==> src/rtl/uart_rx_fifo.sv <==
`default_nettype none
// ============================================================================
// Module   : uart_rx_fifo
// Brief    : Receive buffer behind the uart core. Captures {error, byte} on each
//            rising edge of rx_ready into a first-word-fall-through FIFO, with
//            occupancy flags and a sticky overflow flag.
// Revision : 1.0 - initial release
// ============================================================================
module uart_rx_fifo #(
    parameter int DEPTH  = 8,
    parameter int THRESH = 4
) (
    input  logic                     clk,
    input  logic                     rst,
    input  logic [7:0]               rx_data,
    input  logic                     rx_ready,
    input  logic                     rx_error,
    input  logic                     rd_en,
    output logic [7:0]               rd_data,
    output logic                     rd_err,
    output logic                     empty,
    output logic                     full,
    output logic [$clog2(DEPTH):0]   count,
    output logic                     almost_full,
    output logic                     overflow,
    input  logic                     ovf_clr
);

    localparam int                 c_AW        = $clog2(DEPTH);
    localparam logic [c_AW:0]      c_FULL_CNT  = (c_AW + 1)'(DEPTH);
    localparam logic [c_AW:0]      c_THRESH    = (c_AW + 1)'(THRESH);
    localparam logic [c_AW:0]      c_ONE       = (c_AW + 1)'(1);
    localparam logic [c_AW-1:0]    c_PTR_ONE   = c_AW'(1);

    logic [8:0]      r_mem [DEPTH];
    logic [c_AW-1:0] r_wp;
    logic [c_AW-1:0] r_rp;
    logic [c_AW:0]   r_count;
    logic            r_overflow;
    logic            r_rx_ready_q;

    logic            w_wr;
    logic            w_rd;
    logic            w_push;
    logic            w_drop;
    logic            w_empty;
    logic            w_full;
    logic [8:0]      w_head;

    assign w_empty = (r_count == '0);
    assign w_full  = (r_count == c_FULL_CNT);

    // A held-high rx_ready yields a single strobe on its leading edge only.
    assign w_wr    = rx_ready & ~r_rx_ready_q;
    assign w_rd    = rd_en & ~w_empty;
    assign w_push  = w_wr & (~w_full | w_rd);
    assign w_drop  = w_wr & w_full & ~w_rd;

    always_ff @(posedge clk) begin
        if (rst) begin
            r_rx_ready_q <= 1'b1;
            r_wp         <= '0;
            r_rp         <= '0;
            r_count      <= '0;
            r_overflow   <= 1'b0;
        end else begin
            r_rx_ready_q <= rx_ready;
            if (w_push) begin
                r_wp <= r_wp + c_PTR_ONE;
            end
            if (w_rd) begin
                r_rp <= r_rp + c_PTR_ONE;
            end
            if (w_push && !w_rd) begin
                r_count <= r_count + c_ONE;
            end else if (w_rd && !w_push) begin
                r_count <= r_count - c_ONE;
            end
            // A drop in the same cycle as a clear must still be reported.
            if (w_drop) begin
                r_overflow <= 1'b1;
            end else if (ovf_clr) begin
                r_overflow <= 1'b0;
            end
        end
    end

    // Storage is left unreset; the empty gating below hides stale entries.
    always_ff @(posedge clk) begin
        if (!rst && w_push) begin
            r_mem[r_wp] <= {rx_error, rx_data};
        end
    end

    assign w_head      = r_mem[r_rp];
    assign rd_data     = w_empty ? 8'h00 : w_head[7:0];
    assign rd_err      = w_empty ? 1'b0  : w_head[8];
    assign empty       = w_empty;
    assign full        = w_full;
    assign count       = r_count;
    assign almost_full = (r_count >= c_THRESH);
    assign overflow    = r_overflow;

endmodule
`default_nettype wire

==> config.mk <==
export PLATFORM = sky130hd
export DESIGN_NAME = uart_rx_fifo
export DESIGN_NICKNAME = d
export VERILOG_FILES = /design/src/rtl/uart_rx_fifo.sv
export SDC_FILE = /design/constraint.sdc
export NUM_CORES = 1
export LEC_CHECK = 0
export ABC_AREA = 1
export CORE_ASPECT_RATIO = 0.5
export CORE_UTILIZATION = 40
export CTS_CLUSTER_DIAMETER = 50
export DETAILED_ROUTE_END_ITERATION = 8
export SLEW_MARGIN = 25
export SYNTH_ARGS = -nofsm -noshare
export SYNTH_HDL_FRONTEND = slang
export SYNTH_SLANG_ARGS = --single-unit
export TNS_END_PERCENT = 100
==> constraint.sdc <==
create_clock -name clk -period 2.46 [get_ports clk]
set_input_delay 0.369 -clock clk [delete_from_list [all_inputs] [get_ports clk]]
set_output_delay 0.369 -clock clk [all_outputs]
set_load 0.01 [all_outputs]
==> metrics, run 1 <==
worst min-delay path category flip-flop to flip-flop; Final Critical Period 2.41 ns; layout cells sized above 1 13.8%; fin util 49.6%; worst skew pair latency 0.34 ns; number of cell rows 25; Mapped Cells 405; sw power 0.00150 W; Resized cells post-CTS 6; most frequent cells in the layout 127 x nand2_1, 72 x edfxtp_1, 47 x inv_1; grt ovf 0; register area share after synthesis 61.6%; DRT antenna net count 0; dpl hpwl 4.92 mm; Num CTS Buffers 9; crit-path max FO 36; Most common cell on crit path nand2_1; Critical Path RT 2.09 ns; Die Width 143 um; 1st-iter DRT viols 133; ant diodes 0; RSZ-0062 raised after global routing yes; initial antenna violation count 0; clk sinks 87; vias per std cell 4.50; status completed; Hold Path Depth 2; placed cell count 568; Filler cells 895; WL final 7.82 mm; first-pass GRT wire length 12.5 mm; Placer Congestion 0.745; Reg2Reg Depth 12; Slew HR 31.2%; crit path kind flip-flop to primary output; slowest CP cell clkdlybuf4s50_1; htree depth 3; synth warn 0; WP buf/inv 3; largest net degree at the start of global routing 37; count of final setup violators 0; vias 2629; first drt pass iteration count 4; CP top delay family buffers and inverters; Core Area 9570 um2; Initial Utilization 41.8%; clock root cell clkbuf_16; Max Transition Viols Final 0; CTS tree done; Sw Share 32.7%; DRC Markers 0; clock slew at reported path FFs 0.06 ns; Hold Startpoint overflow$_SDFFE_PP0P_; Yosys reg bits 87; clock power share 29.0%; hold worst-path end overflow$_SDFFE_PP0P_; Comb power frac 33.2%; Ports 31; Chip Height 72.7 um; Slew @ Worst Pin 1.03 ns; Reg power frac 37.8%; Post-Syn Area 4000 um2; Critical Path, Cell by Cell buf_12, inv_16, nand2_1, nand2_1, nand2_1, nand2_1, nor2_1, nor2_1, clkdlybuf4s50_1; Nets 464; worst reg2reg path startpoint count[0]$_SDFFE_PP0P_; vias in the first global route 2420; Avg Cell Area, Syn 9.87 um2; commonest non-fill, non-tap cell in the layout nand2_1; DR WL/cell 13.4 um; Clock Skew 0.00412 ns; post-synth cell types 25; maximum root-to-sink buffer count 2; Finished Layout Cells 584; leak pwr 1.99 nW; IO Port Bufs 30; Arrival @ worst endpoint 2.04 ns; critical path endpoint category primary output; crit start category flip-flop; Pwr Density 967 nW/um2; synth-to-layout area growth 18.9%; Fmax 0.415 GHz; DIE AREA 10400 um2; GRT Total Usage 16.8%; MaxCap Viol Count 0; maximum vdd drop 507 uV; hold buffer count at cts 0; final period utilization 97.9%; P_int 0.00309 W; R2R Path End count[3]$_SDFFE_PP0P_; Reg2Reg Setup Slack 0.39 ns; postcts setup bufs 0; CP peak stage delay 0.57 ns; final hold violations 0; Post-Syn Nets 425
## Yosys cell counts (all sizes together)
cell type	count	share of area (%)
a21oi	9	1.1
buf	13	3.6
clkinv	1	0.094
dfxtp	15	7.5
edfxtp	72	54
fa	1	0.50
ha	5	1.6
inv	53	5.2
nand2	149	15
nand3	39	5.1
nand4	1	0.53
nor2	40	4.1
nor3b	1	0.19
o21ai	2	0.25
or2	1	0.16
xor2	3	0.66
## power by group through the flow
stage | sequential (W) | combinational (W) | clock, W
after floorplan | 0.00176 | 0.000985 | 0
after global placement | 0.00177 | 0.00148 | 0
after detailed placement | 0.00176 | 0.00149 | 0
after CTS | 0.00174 | 0.00153 | 0.00137
after global routing | 0.00175 | 0.00170 | 0.00143
final | 0.00174 | 0.00152 | 0.00133
## cells by family (layout without fill, tap and decap cells)
logic type               Yosys count  count (layout)  share of synthesized area (%)
buffers and inverters             67             111                           8.83
adder cells (fa/ha/maj)            6               6                           2.07
AO/OA/AOI/OAI                     11              11                           1.38
XOR/XNOR                           3               3                          0.658
AND/OR/NAND/NOR                  231             231                           25.5
flip-flops                        87              87                           61.6
## flip-flops by register name, indices dropped and copies added, names as in the netlist, named ones only
register      count
r_rx_ready_q      1
r_wp              3
count             4
r_mem            72
overflow          1
r_rp              3
## tightest hold or removal path, delay by kind of cell, from the launching register on
family	cells	cell delay, ns
DFF	1	0.31
and+or+nand+nor	1	0.06
AOI/OAI and AO/OA	1	0.06
## layout make-up
| class | count | area, um2 | share of cell area, % |
|---|---|---|---|
| Tap cell | 135 | 169 | 3.55 |
| Multi-Input combinational cell | 251 | 1190 | 25.1 |
| Sequential cell | 87 | 2460 | 51.8 |
| Clock inverter | 7 | 71.3 | 1.50 |
| Clock buffer | 9 | 225 | 4.74 |
| Inverter | 54 | 220 | 4.63 |
| Timing Repair Buffer | 41 | 412 | 8.66 |
## metrics by stage
step	worst slack, ns	total power (W)	instance area (um2)	setup TNS (ns)	hold slack, ns
2_1_floorplan	0.461	0.00274	4000	0	0.438
3_5_place_dp	-0.0360	0.00326	4420	-0.326	0.464
4_1_cts	0.00776	0.00463	4730	0	0.476
6_report	0.0509	0.00459	4750	0	0.470
5_1_grt	-0.0693	0.00487	4750	-0.338	0.499
3_3_place_gp	-0.00499	0.00324	4420	-0.0406	0.460
## worst max-delay path by stage
stage | end | slack (ns) | depth (start not counted)
global placement | r_mem[6][6]$_DFFE_PP_ | -0.005 | 7
finish | rd_data[0] | 0.05 | 9
CTS | rd_data[3] | 0.008 | 6
global route | rd_data[2] | -0.07 | 9
floorplan | count[3]$_SDFFE_PP0P_ | 0.46 | 12
detailed placement | r_mem[2][6]$_DFFE_PP_ | -0.04 | 7
## metal layers
layer  global-route usage (%)  up-vias  share of wire, %  wire length, um
li1                         -     1374                 -                -
met1                     22.7     1183                49             3830
met2                     24.8       62                43             3390
met3                     5.51       10               6.2              486
met4                     7.33        0               1.4              110
met5                        0        -                 0                0
(Power assumes the default switching activity.)
==> run 2, diff against run 1 <==
clock period = 2.1 ns   (was 2.46 ns; I/O delays follow)
==> run 2 against run 1 <==
  * Sequential share of layout area is 2.1 points lower
  * Global-route usage is 0.96 points higher
  * Register-to-register slack worse by 0.19 ns
  * Final cell count is 3.6% higher
  * First-iteration DRC count is 22% higher
  * Via count is 4.1% higher
  * Non-clock buffer count is 21 higher
  * Clock skew is 0.00065 ns lower
  * Worst hold slack worse by 0.0017 ns
  * Routed wire length is 4.2% higher
  * Sequential cell count stayed put
  * Largest cell class unchanged
==> metrics, run 2 (synthesis results as in run 1) <==
Chip Height 72.7 um; first drt pass iteration count 4; Nets 485; Reg power frac 35.3%; maximum root-to-sink buffer count 2; maximum vdd drop 583 uV; critical path endpoint category primary output; first-pass GRT wire length 13.4 mm; setup ws final 0.0679 ns; crit-path max FO 10; GRT Total Usage 17.7%; Num CTS Buffers 9; Arrival @ worst endpoint 1.72 ns; max reg flops 72; status completed; DR WL/cell 13.5 um; commonest non-fill, non-tap cell in the layout nand2_1; clock power share 29.4%; Slew HR 78.7%; vias in the first global route 2659; Ports 31; count of final setup violators 0; RSZ-0062 raised after global routing yes; Setup TNS 0 ns; CTS tree done; most frequent cells in the layout 127 x nand2_1, 72 x edfxtp_1, 48 x inv_1; htree depth 3; vias per std cell 4.52; cell area after layout 4950 um2; MaxCap Viol Count 0; layout cells sized above 1 17.7%; dpl hpwl 5.13 mm; DP Area 4590 um2; Critical Path RT 1.78 ns; P_int 0.00387 W; worst skew pair latency 0.33 ns; Fmax 0.492 GHz; Placer Congestion 0.779; Max Transition Viols Final 0; vias 2736; DRC Markers 0; Core Area 9570 um2; Post-Place Setup Slack -0.126 ns; Finished Layout Cells 605; leak pwr 2.12 nW; Slew @ Worst Pin 0.319 ns; ant diodes 0; total power draw 0.00564 W; Largest Register r_mem; final period utilization 96.8%; number of cell rows 25; 1st-iter DRT viols 162; Die Width 143 um; sw power 0.00177 W; synth-to-layout area growth 23.9%; DIE AREA 10400 um2; IO Port Bufs 30; crit path kind flip-flop to primary output; grt ovf 0; clock root cell clkbuf_16; largest net degree at the start of global routing 37; Final Critical Period 2.03 ns; worst min-delay path category flip-flop to flip-flop; final hold violations 0; Clock Skew 0.00348 ns; Sw Share 31.4%; placed cell count 587; Initial Utilization 41.8%; initial antenna violation count 0; WL final 8.14 mm; DRT antenna net count 0; crit start category flip-flop; Pwr Density 1140 nW/um2; Comb power frac 35.3%; clk sinks 87; clock slew at reported path FFs 0.06 ns
## run 2: cell count changes in the layout (fill, tap and decap cells not counted), sizes merged, moves of 2 or more
cell / change
clkbuf: +3
clkdlybuf4s50: -7
dlygate4sd2: +4
clkdlybuf4s15: +3
clkinv: -2
buf: +21
## run 2: power by group through the flow
| stage | sequential [W] | combinational, W | clock (W) |
|---|---|---|---|
| final | 0.00199 | 0.00199 | 0.00166 |
| after global routing | 0.00200 | 0.00221 | 0.00176 |
| after detailed placement | 0.00203 | 0.00196 | 0 |
| after floorplan | 0.00206 | 0.00115 | 0 |
| after global placement | 0.00202 | 0.00195 | 0 |
| after CTS | 0.00199 | 0.00199 | 0.00169 |
## run 2: final timing paths
kind                          from                     to  slack, ns  cells after the start
max reg2reg  count[1]$_SDFFE_PP0P_  count[2]$_SDFFE_PP0P_       0.20                     10
max          count[1]$_SDFFE_PP0P_                  empty       0.07                      5
min          overflow$_SDFFE_PP0P_  overflow$_SDFFE_PP0P_       0.47                      2
min reg2reg  overflow$_SDFFE_PP0P_  overflow$_SDFFE_PP0P_       0.47                      2
## run 2: routing by layer
layer	track usage, %	routed length, um	vias up
met4	8.27	74	0
met5	0	0	-
met2	28.7	3700	62
li1	-	-	1416
met3	4.59	516	11
met1	22.7	3850	1247
## run 2: metrics by stage
stage	hold WS [ns]	utilization, %
5_1_grt	0.511	51.7
2_1_floorplan	0.384	-
6_report	0.469	51.7
4_1_cts	0.479	51.7
3_5_place_dp	0.465	47.9
3_3_place_gp	0.463	47.9
## run 2: timing repair
action	CTS	global route
cloned	1	0
pin swaps	0	2
hold buffers	0	0
buffers inserted	0	1
resized for setup	18	4
setup endpoints to repair	10	6
## run 2: worst max-delay path, cell delays in order, from the launching register on
cell             delay, ns
dfxtp_1               0.34
nor2_4                0.19
nand3_4               0.12
buf_12                0.16
inv_1                 0.05
clkdlybuf4s50_1       0.52
## run 2: area by class of cell
class                      count  area (um2)
timing repair buffer          62         596
sequential                    87        2460
clock buffer                  11         233
fill                         880        4620
inverter                      54         219
multi-input combinational    251        1190
clock inverter                 5        81.3
tap                          135         169
